### config.mk
export PLATFORM = sky130hd
export DESIGN_NAME = enemy_scheduler
export DESIGN_NICKNAME = d
export VERILOG_FILES = /design/src/rtl/game_pkg.sv /design/src/rtl/enemy_scheduler_lfsr16.sv /design/src/rtl/enemy_scheduler.sv
export SDC_FILE = /design/constraint.sdc
export NUM_CORES = 1
export LEC_CHECK = 0
export ABC_CLOCK_PERIOD_IN_PS = 4700
export CORE_ASPECT_RATIO = 2
export CORE_MARGIN = 5
export CORE_UTILIZATION = 30
export DETAILED_ROUTE_END_ITERATION = 10
export PLACE_DENSITY = 0.56
export SKIP_LAST_GASP = 1
export SLEW_MARGIN = 15
export SYNTH_ARGS = -nofsm -noshare
export SYNTH_HDL_FRONTEND = slang
export SYNTH_SLANG_ARGS = --single-unit
### constraint.sdc
create_clock -name clk -period 4.7 [get_ports clk]
set_input_delay 0.705 -clock clk [delete_from_list [all_inputs] [get_ports clk]]
set_output_delay 0.705 -clock clk [all_outputs]
set_load 0.02 [all_outputs]
### src/rtl/game_pkg.sv
// Shared types and helpers for the enemy scheduler and its LFSR.
package game_pkg;

  typedef enum logic [1:0] {
    IDLE      = 2'd0,
    RUN       = 2'd1,
    GAME_OVER = 2'd2
  } state_t;

  localparam int          N_ENEMIES_DEF = 8;
  localparam logic [15:0] LFSR_TAPS     = 16'hB400;

  // Number of set bits in a 16-bit vector (0..16).
  function automatic logic [4:0] popcount(input logic [15:0] v);
    logic [4:0] c;
    c = '0;
    for (int i = 0; i < 16; i++) c += 5'(v[i]);
    return c;
  endfunction

endpackage

### src/rtl/enemy_scheduler_lfsr16.sv
// 16-bit Galois LFSR that advances only when step is high.
module lfsr16
  import game_pkg::*;
#(
  parameter logic [15:0] SEED = 16'hACE1
) (
  input  logic        clk,
  input  logic        rst,
  input  logic        step,
  output logic [15:0] q
);

  logic [15:0] r_q;

  // Shift right, folding the tap mask in when the bit leaving is 1.
  always_ff @(posedge clk) begin
    // NOTE: sequential state uses non-blocking assignments so every register samples pre-edge values.
    if (rst)       r_q <= SEED;
    else if (step) r_q <= {1'b0, r_q[15:1]} ^ (r_q[0] ? LFSR_TAPS : 16'h0000);
  end

  assign q = r_q;

endmodule

### src/rtl/enemy_scheduler.sv
// Game-level sequencer: spawn timer, round-robin slot pick, scoring, lives and difficulty ramp.
module enemy_scheduler
  import game_pkg::*;
#(
  parameter int          N_ENEMIES    = N_ENEMIES_DEF,
  parameter int          SPAWN_PERIOD = 50_000_000,
  parameter int          MIN_PERIOD   = 6_250_000,
  parameter int          TIMER_W      = 26,
  parameter int          START_LIVES  = 3,
  parameter logic [15:0] LFSR_SEED    = 16'hACE1
) (
  input  logic                 clk,
  input  logic                 rst,
  input  logic                 start,
  input  logic [N_ENEMIES-1:0] alive_i,
  input  logic [N_ENEMIES-1:0] killed_i,
  input  logic [N_ENEMIES-1:0] collision_i,
  output logic [N_ENEMIES-1:0] spawn_o,
  output logic [3:0]           new_angle,
  output logic [1:0]           new_kind,
  output logic [15:0]          score,
  output logic [1:0]           lives,
  output logic                 game_over
);

  localparam int                 PTR_W   = $clog2(N_ENEMIES);
  localparam logic [TIMER_W-1:0] SPAWN_P = TIMER_W'(SPAWN_PERIOD);
  localparam logic [TIMER_W-1:0] MIN_P   = TIMER_W'(MIN_PERIOD);
  localparam logic [1:0]         LIVES0  = 2'(START_LIVES);

  state_t               r_state, w_state_next;
  logic [TIMER_W-1:0]   r_timer, r_period;
  logic                 r_pending;
  logic [PTR_W-1:0]     r_rr_ptr;
  logic [N_ENEMIES-1:0] r_col_d, r_spawn;
  logic [3:0]           r_kill_cnt, r_angle;
  logic [1:0]           r_kind, r_lives;
  logic [15:0]          r_score;

  logic [N_ENEMIES-1:0] w_life_evt, w_score_evt;
  logic [4:0]           w_life_cnt, w_score_cnt, w_kill_sum;
  logic [16:0]          w_score_sum;
  logic [1:0]           w_lives_next;
  logic [TIMER_W-1:0]   w_period_dec;
  logic                 w_run, w_enter_run, w_tc, w_found, w_do_spawn, w_lives_zero;
  logic [PTR_W-1:0]     w_slot;
  logic [15:0]          w_lfsr;
  logic                 w_lfsr_unused;

  // First slot not busy, scanning upward from ptr with wrap; MSB flags success.
  function automatic logic [PTR_W:0] find_free(input logic [N_ENEMIES-1:0] busy,
                                               input logic [PTR_W-1:0] ptr);
    logic             found;
    logic [PTR_W-1:0] idx;
    found = 1'b0;
    idx   = '0;
    for (int k = 0; k < N_ENEMIES; k++) begin
      int s;
      s = (int'(ptr) + k) % N_ENEMIES;
      if (!found && !busy[s]) begin
        found = 1'b1;
        idx   = PTR_W'(s);
      end
    end
    return {found, idx};
  endfunction

  lfsr16 #(.SEED(LFSR_SEED)) u_lfsr (
    .clk  (clk),
    .rst  (rst),
    .step (w_do_spawn),
    .q    (w_lfsr)
  );

  // Only the low six LFSR bits feed angle/kind.
  assign w_lfsr_unused = ^w_lfsr[15:6];

  // Event decoding, saturating arithmetic and the spawn decision.
  always_comb begin
    w_run        = (r_state == RUN);
    w_enter_run  = (r_state != RUN) && start;
    w_life_evt   = collision_i & ~r_col_d;
    w_score_evt  = killed_i & ~collision_i & ~r_col_d;
    w_life_cnt   = popcount(16'(w_life_evt));
    w_score_cnt  = popcount(16'(w_score_evt));
    w_lives_next = (w_life_cnt >= {3'b000, r_lives}) ? 2'd0 : r_lives - w_life_cnt[1:0];
    w_lives_zero = w_run && (w_lives_next == 2'd0);
    w_score_sum  = {1'b0, r_score} + 17'(w_score_cnt);
    w_kill_sum   = {1'b0, r_kill_cnt} + w_score_cnt;
    w_period_dec = r_period - (r_period >> 3);
    if (w_period_dec < MIN_P) w_period_dec = MIN_P;
    // A period shrunk below the running timer still terminates on the next cycle.
    w_tc         = (r_timer >= r_period - TIMER_W'(1));
    // A slot strobed last cycle counts as busy until its alive flag rises.
    {w_found, w_slot} = find_free(alive_i | r_spawn, r_rr_ptr);
    w_do_spawn   = w_run && r_pending && w_found && !w_lives_zero;
  end

  // FSM state register.
  always_ff @(posedge clk) begin
    if (rst) r_state <= IDLE;
    else     r_state <= w_state_next;
  end

  // FSM next-state logic.
  always_comb begin
    // NOTE: defaulting every always_comb output first means no path leaves it unassigned, so no latch.
    w_state_next = r_state;
    unique case (r_state)
      IDLE:      if (start) w_state_next = RUN;
      RUN:       if (w_lives_zero) w_state_next = GAME_OVER;
      GAME_OVER: if (start) w_state_next = RUN;
      default:   w_state_next = IDLE;
    endcase
  end

  // Game datapath: timer, pending spawn, outputs, score, lives and difficulty.
  always_ff @(posedge clk) begin
    if (rst) begin
      r_timer    <= '0;
      r_period   <= SPAWN_P;
      r_pending  <= 1'b0;
      r_rr_ptr   <= '0;
      r_col_d    <= '0;
      r_spawn    <= '0;
      r_kill_cnt <= '0;
      r_angle    <= '0;
      r_kind     <= '0;
      r_score    <= '0;
      r_lives    <= LIVES0;
    end else begin
      r_col_d <= collision_i;
      r_spawn <= '0;
      if (w_enter_run) begin
        r_score   <= '0;
        r_lives   <= LIVES0;
        r_period  <= SPAWN_P;
        r_timer   <= '0;
        r_pending <= 1'b0;
      end else if (w_run) begin
        r_timer    <= w_tc ? '0 : r_timer + TIMER_W'(1);
        r_score    <= w_score_sum[16] ? 16'hFFFF : w_score_sum[15:0];
        r_lives    <= w_lives_next;
        r_kill_cnt <= w_kill_sum[3:0];
        if (w_kill_sum[4]) r_period <= w_period_dec;
        if (w_do_spawn) begin
          r_spawn   <= N_ENEMIES'(1) << w_slot;
          r_angle   <= w_lfsr[3:0];
          r_kind    <= w_lfsr[5:4];
          r_pending <= 1'b0;
          r_rr_ptr  <= (w_slot == PTR_W'(N_ENEMIES - 1)) ? '0 : w_slot + PTR_W'(1);
        end
        if (w_tc) r_pending <= 1'b1;
      end
    end
  end

  assign spawn_o   = r_spawn;
  assign new_angle = r_angle;
  assign new_kind  = r_kind;
  assign score     = r_score;
  assign lives     = r_lives;
  assign game_over = (r_state == GAME_OVER);

endmodule

==> impl_metrics.json, run 1 <==
{
  "grtUsageTotal_pct": 15.7,
  "layout_commonest_cell": "dfxtp_1",
  "total_leakage_power_uw": 0.00437,
  "overflow": 0,
  "hold_violations": 0,
  "grt_max_degree": 31,
  "synth_area_per_cell_um2": 8.16,
  "worstSetupStartpointType": "primary input",
  "crit_start": "killed_i[1]",
  "htree_levels": 4,
  "layout-drive-gt1-share_pct": 14.3,
  "hpwlAfterDp_um": 19900,
  "antenna_found_initial": 0,
  "netlist_instances": 1046,
  "crit_type": "primary input to flip-flop",
  "fin_area_um2": 10600,
  "max_slew_margin_pct": 51.4,
  "die_x_um": 129,
  "timing.rr.end": "score[15]",
  "start_util_pct": 30.3,
  "cp.arrival_ns": 4.89,
  "drv_cap": 0,
  "p_per_area_nw_per_um2": 257,
  "final_cell_mix": "dfxtp_1, nand2_1, nor2_1, a21oi_1, ha_1",
  "vias": 7876,
  "fin_tns_setup_ns": 0,
  "syn_area_um2": 8540,
  "die_area_um2": 32100,
  "fmax_mhz": 218,
  "synth_top_flop_cell": "dfxtp_1",
  "synthArstFlopShare_pct": 0,
  "cts_root_buffer": "clkbuf_16",
  "drtAntennaViolNets": 0,
  "synth_nets": 1159,
  "n_fill_cell": 2883,
  "ios": 60,
  "seq_area_frac_synth_pct": 27.7,
  "power.total_uw": 2740,
  "synth_top_area_cell": "dfxtp_1",
  "min_to": "u_lfsr.q[8]",
  "setup_viol": 0,
  "synth_top_area_share_pct": 27.7,
  "fp.coreArea_um2": 28200,
  "io_buffers": 59,
  "synthDistinctLibCells": 83,
  "min_path_cells": 2,
  "rsz0062_at_grt": "true",
  "die_h_um": 249,
  "drc": 0,
  "hold_path_class": "flip-flop to flip-flop",
  "avgRoutedWirePerCell_um": 16.5,
  "hold_path.startpoint": "u_lfsr.q[8]",
  "antenna_cells": 0,
  "tritoncts": "yes",
  "ys_top_cells_by_area": "dfxtp_1, ha_1, xnor2_1",
  "ys_seq_elements": 118,
  "fin_nets": 1259,
  "clockBufferDepth": 2,
  "path_max_fanout": 4,
  "grt_pass1_vias": 8082,
  "cts_sinks": 118,
  "final_core_util_pct": 37.8,
  "syn_to_final_growth_pct": 24.7,
  "synth_edf_count": 0,
  "critPathCaptureType": "flip-flop",
  "fin_crit_sh_pct": 97.5,
  "rr_startpoint": "r_col_d[3]",
  "dpl_cell_area_um2": 9750,
  "slew_violations": 0,
  "fp-row-count": 87,
  "rr_worst_depth": 20,
  "worst_slew_pin_slew_ns": 0.729,
  "synth_warnings": 0,
  "clk_pin_slew_ns": 0.06,
  "finClkSkew_ns": 0.00770,
  "crit_required_ns": 5.01,
  "drt_iter0_markers": 270,
  "hold_buffers": 0,
  "grt_pass1_wl_um": 40100,
  "routed_wl_um": 24900,
  "gp_congestion": 0.900,
  "firstDrtPassIters": 5,
  "vias_per_cell": 5.20,
  "clock_latency_ns": 0.43,
  "status": "finished clean",
  "period_minus_slack_ns": 4.58,
  "timing.reg2reg.setup_slack_ns": 0.30,
  "numCtsBuffers": 17,
  "ir_drop_mv": 0.258
}
## cells in the mapped netlist (3+ instances only)
| master | count |
|---|---|
| or4_1 | 3 |
| o221ai_1 | 5 |
| a21oi_2 | 5 |
| a32oi_1 | 7 |
| a21oi_1 | 95 |
| and3_1 | 11 |
| nor3_1 | 29 |
| a211oi_1 | 7 |
| o21ai_1 | 5 |
| and2_1 | 3 |
| nand4_1 | 17 |
| a21o_1 | 18 |
| xor2_1 | 36 |
| clkbuf_1 | 16 |
| nand2_1 | 117 |
| nand3_1 | 34 |
| o21a_1 | 5 |
| nand2b_1 | 17 |
| buf_6 | 3 |
| a31oi_1 | 8 |
| and4_1 | 3 |
| nor2_1 | 98 |
| o211ai_1 | 8 |
| or3_1 | 5 |
| xnor2_1 | 58 |
| buf_4 | 4 |
| nor2b_1 | 22 |
| o21ai_0 | 30 |
| mux4_2 | 6 |
| o31ai_1 | 8 |
| mux2_2 | 4 |
| inv_1 | 55 |
| buf_1 | 3 |
| o21ai_2 | 3 |
| clkinv_1 | 4 |
| dfxtp_1 | 118 |
| ha_1 | 75 |
| nor3b_1 | 6 |
| mux2i_1 | 8 |
| fa_1 | 11 |
| buf_2 | 12 |
| a2111oi_0 | 4 |
| nor4_1 | 6 |
| o31a_2 | 4 |
## layout make-up
class	instances	area, um^2	area share [%]
clock buffers	22	454	4.27
clock inverters	9	104	0.975
inverters	59	224	2.10
multi-input cells	830	5960	55.9
flip-flops and latches	118	2360	22.2
well taps	356	445	4.18
repair buffers	120	1100	10.3
## worst max-delay path by stage
stage | end | slack (ns) | cells past startpoint
5_1_grt | score[15] | -0.04 | 21
4_1_cts | spawn_o[6] | 0.03 | 18
3_5_place_dp | score[15] | -0.71 | 22
3_3_place_gp | score[15] | -0.66 | 22
6_report | score[15] | 0.12 | 21
2_1_floorplan | score[15] | -0.0008 | 20
## metrics by stage
| step | setup WS, ns | instances | hold WS (ns) |
|---|---|---|---|
| floorplan | -0.000788 | 1046 | 0.432 |
| global placement | -0.661 | 1469 | 0.445 |
| detailed placement | -0.714 | 1469 | 0.450 |
| CTS | 0.0275 | 1509 | 0.459 |
| global route | -0.0421 | 1514 | 0.485 |
| finish | 0.119 | 1514 | 0.454 |
## worst max-delay path, stage by stage
cell,delay (ns)
dlygate4sd2_1,0.22
nor3b_4,0.14
fa_1,0.53
inv_1,0.06
fa_1,0.51
fa_1,0.41
inv_1,0.08
ha_2,0.18
inv_2,0.04
fa_2,0.54
inv_4,0.06
ha_4,0.20
a21o_1,0.18
a21oi_2,0.16
nor2b_1,0.06
o211a_1,0.22
and3_4,0.21
nand2_4,0.08
nor3_2,0.05
xnor2_1,0.16
a21oi_1,0.08
## sequential cells by signal, indices dropped and copies added (netlist names), 2 cells and up
name	flops
new_angle	4
lives	2
r_state	2
u_lfsr.q	16
r_col_d	8
r_timer	26
new_kind	2
spawn_o	8
r_kill_cnt	4
score	16
r_rr_ptr	3
r_period	26
## routing by layer
layer / GRT usage (%) / wire length [um] / vias up
li1: - / - / 3899
met1: 13.3 / 7970 / 3756
met2: 32.4 / 15100 / 151
met3: 2.17 / 545 / 70
met4: 9.10 / 1280 / 0
met5: 0 / 0 / -
## repair_timing
action / CTS / global route
setup endpoints to repair: 73 / 91
buffers inserted: 9 / 4
pin swaps: 22 / 22
cloned: 1 / 1
resized for setup: 37 / 19
## power breakdown
part | switching (uW) | total, uW | internal (uW)
clock network | 468 | 1250 | 786
logic | 226 | 447 | 221
registers | 16.2 | 1030 | 1020
total | 711 | 2740 | 2020
## cells by family (layout without fill, tap and decap cells)
logic type | after synthesis | in the layout | synth area share (%)
buffers and inverters | 98 | 210 | 4.94
xor gates and xnor gates | 94 | 94 | 9.65
and+or+nand+nor | 386 | 386 | 21.9
adders and majority gates | 86 | 86 | 13.6
DFF | 118 | 118 | 27.7
AOI/OAI and AO/OA | 246 | 246 | 19.2
muxes | 18 | 18 | 3.05
No activity file was read; power rests on OpenSTA's default activity.
==> inputs of run 2 (changes only) <==
--- a/config.mk
+++ b/config.mk
@@ -5,6 +5,7 @@
 export SDC_FILE = /design/constraint.sdc
 export NUM_CORES = 1
 export LEC_CHECK = 0
+export ABC_AREA = 1
 export ABC_CLOCK_PERIOD_IN_PS = 4700
 export CORE_ASPECT_RATIO = 2
 export CORE_MARGIN = 5
==> run 2 against run 1 <==
Net effect:
- clock power up 8%
- utilization shrank 0.92 points
- sequential share of layout area down 1.3 points
- largest power group unchanged
==> impl_metrics.json, run 2 <==
{
  "reg_top3": "r_period: 26 flops, r_timer: 26 flops",
  "worstSetupStartpointType": "primary input",
  "final_cell_mix": "nand2_1, inv_1, nor2_1, dfxtp_1, a21oi_1",
  "synthDistinctLibCells": 49,
  "setup_viol": 0,
  "p_seq_share_pct": 36.3,
  "ios": 60,
  "period_minus_slack_ns": 4.50,
  "ir_drop_mv": 0.200,
  "intPower_uw": 2070,
  "synth_common_cells": "nand2_1, inv_1, nor2_1, dfxtp_1, a21oi_1",
  "p_per_area_nw_per_um2": 250,
  "die_area_um2": 34900,
  "numCtsBuffers": 17,
  "switching_share_pct": 26.9,
  "fin_area_um2": 11300,
  "n_fill_cell": 3274,
  "clk_pin_slew_ns": 0.06,
  "worstPathCellList": "buf_2 > nand2_2 > nor2_2 > fa_1 > inv_1 > fa_1 > fa_1 > inv_1 > ha_2 > inv_2 > fa_2 > inv_4 > fa_1 > a31oi_2 > buf_4 > nor2_1 > inv_1 > nor2_1 > inv_1 > nor2_1 > inv_2 > nand2_1 > o21ai_0 > inv_1",
  "power.switching_uw": 761,
  "crit_type": "primary input to flip-flop",
  "io_buffers": 59,
  "cts_sinks": 118,
  "netlist_instances": 1442,
  "combPwrFrac_pct": 16.1,
  "drv_cap": 0,
  "overflow": 0,
  "clockBufferDepth": 2,
  "critPathCaptureType": "flip-flop",
  "synthSimpleGateAreaFrac_pct": 35.6,
  "syn_to_final_growth_pct": 21.7,
  "fp-row-count": 91,
  "yosys-mux-area-fraction_pct": 0,
  "routed_wl_um": 28900,
  "layout-drive-gt1-share_pct": 14.0,
  "drc": 0,
  "multi_input_area_um2": 6120,
  "clock_latency_ns": 0.43,
  "fin_nets": 1655,
  "synth_edf_count": 0,
  "critPathBufInv": 10,
  "grt_max_degree": 29,
  "tritoncts": "yes",
  "drt_iter0_markers": 377,
  "synth_top_area_share_pct": 25.4,
  "firstDrtPassIters": 4,
  "cp_top_family": "adder cells",
  "path_max_fanout": 9,
  "rsz0062_at_grt": "true",
  "synth_top_area_cell": "dfxtp_1",
  "dpl_cell_area_um2": 10500,
  "crit_slowest_cell": "fa_2",
  "synth_area_per_cell_um2": 6.45,
  "synth_top_family_by_area": "simple AND/OR/NAND/NOR gates",
  "fmax_mhz": 222,
  "fp.coreArea_um2": 30700,
  "status": "finished clean",
  "fin_crit_sh_pct": 95.7,
  "hpwlAfterDp_um": 23700,
  "htree_levels": 4,
  "vias_per_cell": 4.87,
  "ys_top_cells_by_area": "dfxtp_1, nand2_1, ha_1",
  "grtUsageTotal_pct": 16.7,
  "seq_area_um2": 2360,
  "max_stage_delay_ns": 0.54,
  "worst_slew_pin_slew_ns": 0.790,
  "synth_most_common_cell": "nand2_1",
  "die_h_um": 259,
  "slew_violations": 0,
  "hold_buffers": 0,
  "clkPwrFrac_pct": 47.6,
  "seq_area_frac_synth_pct": 25.4,
  "cts_root_buffer": "clkbuf_16",
  "die_x_um": 135,
  "gp_congestion": 0.934,
  "ys_seq_elements": 118,
  "power.total_uw": 2830,
  "grt_pass1_vias": 9575,
  "yosys.area_share.adder_pct": 12.4,
  "drtAntennaViolNets": 0,
  "cpMostUsedCell": "inv_1",
  "antenna_cells": 0,
  "hold_violations": 0,
  "finClkSkew_ns": 0.00865,
  "antenna_found_initial": 0,
  "max_slew_margin_pct": 46.8,
  "grt_pass1_wl_um": 45500,
  "synth_xor_area_share_pct": 5.51,
  "crit_required_ns": 5.02,
  "final_core_util_pct": 36.8,
  "synth_warnings": 0,
  "vias": 9379,
  "layout_commonest_cell": "nand2_1",
  "fin_tns_setup_ns": 0,
  "synthArstFlopShare_pct": 0,
  "syn_area_um2": 9310,
  "avgRoutedWirePerCell_um": 15.0,
  "hold_path_class": "flip-flop to flip-flop",
  "synth_compound_area_share_pct": 10.5,
  "synth_top_flop_cell": "dfxtp_1",
  "cp.arrival_ns": 4.81,
  "synth_nets": 1555,
  "total_leakage_power_uw": 0.00525,
  "start_util_pct": 30.3
}
==> run 2: layout make-up <==
class	count	share of cell area, %
Multi-Input combinational cell	1080	54.0
Sequential cell	118	20.9
Timing Repair Buffer	112	8.55
Inverter	213	7.10
Tap cell	372	4.11
Clock buffer	17	3.76
Clock inverter	15	1.59
==> run 2: worst paths after layout <==
kind | to | depth (start not counted) | slack, ns | startpoint
worst max-delay path | score[5] | 24 | 0.20 | killed_i[3]
worst min-delay path | u_lfsr.q[11] | 2 | 0.45 | u_lfsr.q[12]
worst max register to register | score[5] | 22 | 0.29 | r_col_d[0]
worst min register to register | u_lfsr.q[11] | 2 | 0.45 | u_lfsr.q[12]
==> run 2: power groups by stage <==
stage | logic [uW] | registers [uW] | clock network, uW
floorplan | 216 | 1050 | 0
global placement | 386 | 1050 | 0
detailed placement | 395 | 1050 | 0
CTS | 444 | 1030 | 1380
global route | 512 | 1030 | 1430
finish | 456 | 1030 | 1350
==> run 2: timing repair <==
item | CTS | global route
buffers inserted | 5 | 2
setup endpoints to repair | 75 | 45
pin swaps | 23 | 20
gates resized for setup | 37 | 26
==> run 2: worst reg2reg max path, delay by kind of cell, from the launching register on <==
| family | cells | cell delay [ns] |
|---|---|---|
| fa+ha+maj | 6 | 2.64 |
| buf+inv | 9 | 0.71 |
| flops | 1 | 0.37 |
| compound gates | 2 | 0.32 |
| simple gates | 5 | 0.27 |
==> run 2: metal layers <==
| metal | GRT usage (%) | wire, um | vias to the layer above |
|---|---|---|---|
| met5 | 0 | 0 | - |
| met4 | 11.2 | 2030 | 0 |
| met3 | 2.35 | 609 | 105 |
| met2 | 35.5 | 17100 | 183 |
| met1 | 13.1 | 9210 | 4302 |
| li1 | - | - | 4789 |
==> run 2: through the flow <==
| step | std cells | setup WS (ns) | hold WS [ns] |
|---|---|---|---|
| after detailed placement | 1889 | -0.911 | 0.440 |
| after global placement | 1889 | -0.875 | 0.442 |
| final | 1927 | 0.203 | 0.448 |
| after floorplan | 1442 | 0.00308 | 0.424 |
| after global routing | 1927 | -0.0356 | 0.462 |
| after CTS | 1926 | 0.00191 | 0.451 |
==> run 2: cells by family (layout without fill, tap and decap cells) <==
family | Yosys count | after routing
flops | 118 | 118
simple gates | 760 | 760
compound gates | 178 | 178
buf+inv | 244 | 357
xor+xnor | 56 | 56
fa+ha+maj | 86 | 86
==> edit (flow settings as in run 1) <==
The parameter `MIN_PERIOD` goes from 6_250_000 to 3_125_000.
--- a/src/rtl/enemy_scheduler.sv
+++ b/src/rtl/enemy_scheduler.sv
@@ -5,5 +5,5 @@
   parameter int          N_ENEMIES    = N_ENEMIES_DEF,
   parameter int          SPAWN_PERIOD = 50_000_000,
-  parameter int          MIN_PERIOD   = 6_250_000,
+  parameter int          MIN_PERIOD   = 3_125_000,
   parameter int          TIMER_W      = 26,
   parameter int          START_LIVES  = 3,
Behaviour: same outputs for any inputs over 4 cycles, from zero or initial values and one cycle with rst high; that may be too few to reach the edited logic, so the function may still have changed.
==> edit against run 1 <==
Sequential power hardly changed; routed wire length is 5.3% lower; sequential share of layout area is 0.19 points higher; via count is 1.2% lower; worst setup slack better by 0.034 ns; design area is 0.84% lower; final cell count is 1.1% lower; sequential cell count stayed put; combinational power is 6.5% lower; power is 3.0% higher; first-iteration DRC count is 0.74% higher; largest power group unchanged; global-route usage is 0.70 points lower; area after synthesis is 0.62% higher.
==> edit: results (changes against run 1) <==
Routing
  – Pre-Repair DR Iteration Count: 4 (was 5)
  – Post-detailed-route wirelength per cell: 15.7 um (was 16.5 um)
  – Routed length on met1: 8.13 mm (was 7.97 mm)
  – Vias per Instance: 5.19 (was 5.20)
  – Number of design-rule violations left by the first detailed-router iteration: 272 (was 270)
  – Via count: 7779 (was 7876)

Power
  – Worst VDD drop: 245 uV (was 258 uV)
  – Leak: 4.19 nW (was 4.37 nW)
  – Internal: 2.10 mW (was 2.02 mW)

Finish
  – Non-clock buffers: 109 (was 120)
  – Count of non-CTS inverters in the layout: 52 (was 59)
  – Register fraction of the total cell area: 0.224 (was 0.222)
  – Final #Nets: 1242 (was 1259)
  – Core utilization of the finished layout: 0.374 (was 0.378)
  – Multi-input combinational area share: 0.565 (was 0.559)
  – Antenna diode instance count: 0 (unchanged)
  – Cell area after layout: 10600 um2 (about the same)
  – Number of sequential cells in the layout: 118 (unchanged)
  – Number of filler instances in the final layout: 2915 (was 2883)

Critical path
  – Depth of the worst register-to-register path: 15 (was 20)
  – CP Capture Point: score[13] (was score[15])
  – Setup slack on the worst flop-to-flop path: 0.23 ns (was 0.30 ns)
  – Worst Path Arrival: 4.81 ns (was 4.89 ns)
  – Origin of the worst setup path: killed_i[0] (was killed_i[1])
  – Worst reg2reg endpoint: r_rr_ptr[0] (was score[15])

Synth
  – Average footprint of a synthesized cell: 8.23 um2 (was 8.16 um2)
  – Area share of fa/ha/maj cells after synthesis: 0.135 (was 0.136)
  – Number of different library cells in the post-synthesis netlist: 79 (was 83)
  – Compound-Gate Fraction of Synth Area: 0.197 (was 0.192)
  – Commonest cells post-synth: sky130_fd_sc_hd__dfxtp_1, sky130_fd_sc_hd__nand2_1, sky130_fd_sc_hd__a21oi_1, sky130_fd_sc_hd__nor2_1, sky130_fd_sc_hd__ha_1 (was sky130_fd_sc_hd__dfxtp_1, sky130_fd_sc_hd__nand2_1, sky130_fd_sc_hd__nor2_1, sky130_fd_sc_hd__a21oi_1, sky130_fd_sc_hd__ha_1)
  – Proportion of synthesized area in mux cells: 0.0318 (was 0.0305)
  – Share of the yosys chip area belonging to registers: 0.275 (was 0.277)
  – Xor/xnor share of the synthesized area: 0.0947 (was 0.0965)

Timing
  – Maximum clock frequency: 0.220 GHz (was 0.218 GHz)
  – Worst hold slack after final layout: 0.459 ns (was 0.454 ns)

Global routing
  – All-layer global routing usage: 0.150 (was 0.157)
  – Global Route met1 Usage: 0.136 (was 0.133)
  – Via count of the first global-routing pass: 8158 (was 8082)
  – Number of antenna violations at the first check in global routing: 0 (unchanged)

Placement
  – Final weighted congestion in routability-driven placement: 0.875 (was 0.900)
  – Count of placed standard cells including taps: 1462 (was 1469)
  – Post-placement setup slack: -0.720 ns (was -0.714 ns)

Run status
  – Outcome: complete, no violations (unchanged)
-- edit: changes by cell type in the layout (fill, tap and decap cells not counted), sizes merged, moves of 6 or more --
cell / delta
a32oi: -7
buf: -11
nand3: +8
nor2: -14
and4: +6
nand2: -6
xor2: -7
-- edit: worst max-delay path, stage by stage --
cell                            delay, ns
sky130_fd_sc_hd__dlygate4sd2_1       0.23
sky130_fd_sc_hd__nor3b_4             0.15
sky130_fd_sc_hd__fa_1                0.50
sky130_fd_sc_hd__fa_1                0.52
sky130_fd_sc_hd__fa_1                0.53
sky130_fd_sc_hd__ha_2                0.19
sky130_fd_sc_hd__inv_2               0.04
sky130_fd_sc_hd__fa_1                0.40
sky130_fd_sc_hd__xnor2_2             0.24
sky130_fd_sc_hd__ha_1                0.31
sky130_fd_sc_hd__a21oi_2             0.15
sky130_fd_sc_hd__nor2b_1             0.06
sky130_fd_sc_hd__o211a_1             0.22
sky130_fd_sc_hd__and3_4              0.21
sky130_fd_sc_hd__nand2_4             0.08
sky130_fd_sc_hd__nor2_2              0.04
sky130_fd_sc_hd__xnor2_1             0.16
sky130_fd_sc_hd__a21oi_1             0.07
-- edit: cell families (layout without fill, tap and decap cells) --
kind of cell             after synthesis  after routing
AO/OA/AOI/OAI                        249            249
XOR/XNOR                              92             92
adder cells (fa/ha/maj)               86             86
buffers and inverters                 94            193
flip-flops                           118            118
multiplexers                          17             17
AND/OR/NAND/NOR                      387            387
-- edit: power groups by stage --
| stage | Clock, mW | Combinational, mW | Sequential, mW |
|---|---|---|---|
| floorplan | 0 | 0.228 | 1.06 |
| global placement | 0 | 0.392 | 1.05 |
| detailed placement | 0 | 0.397 | 1.05 |
| CTS | 1.40 | 0.417 | 1.03 |
| global route | 1.45 | 0.476 | 1.04 |
| finish | 1.37 | 0.418 | 1.03 |
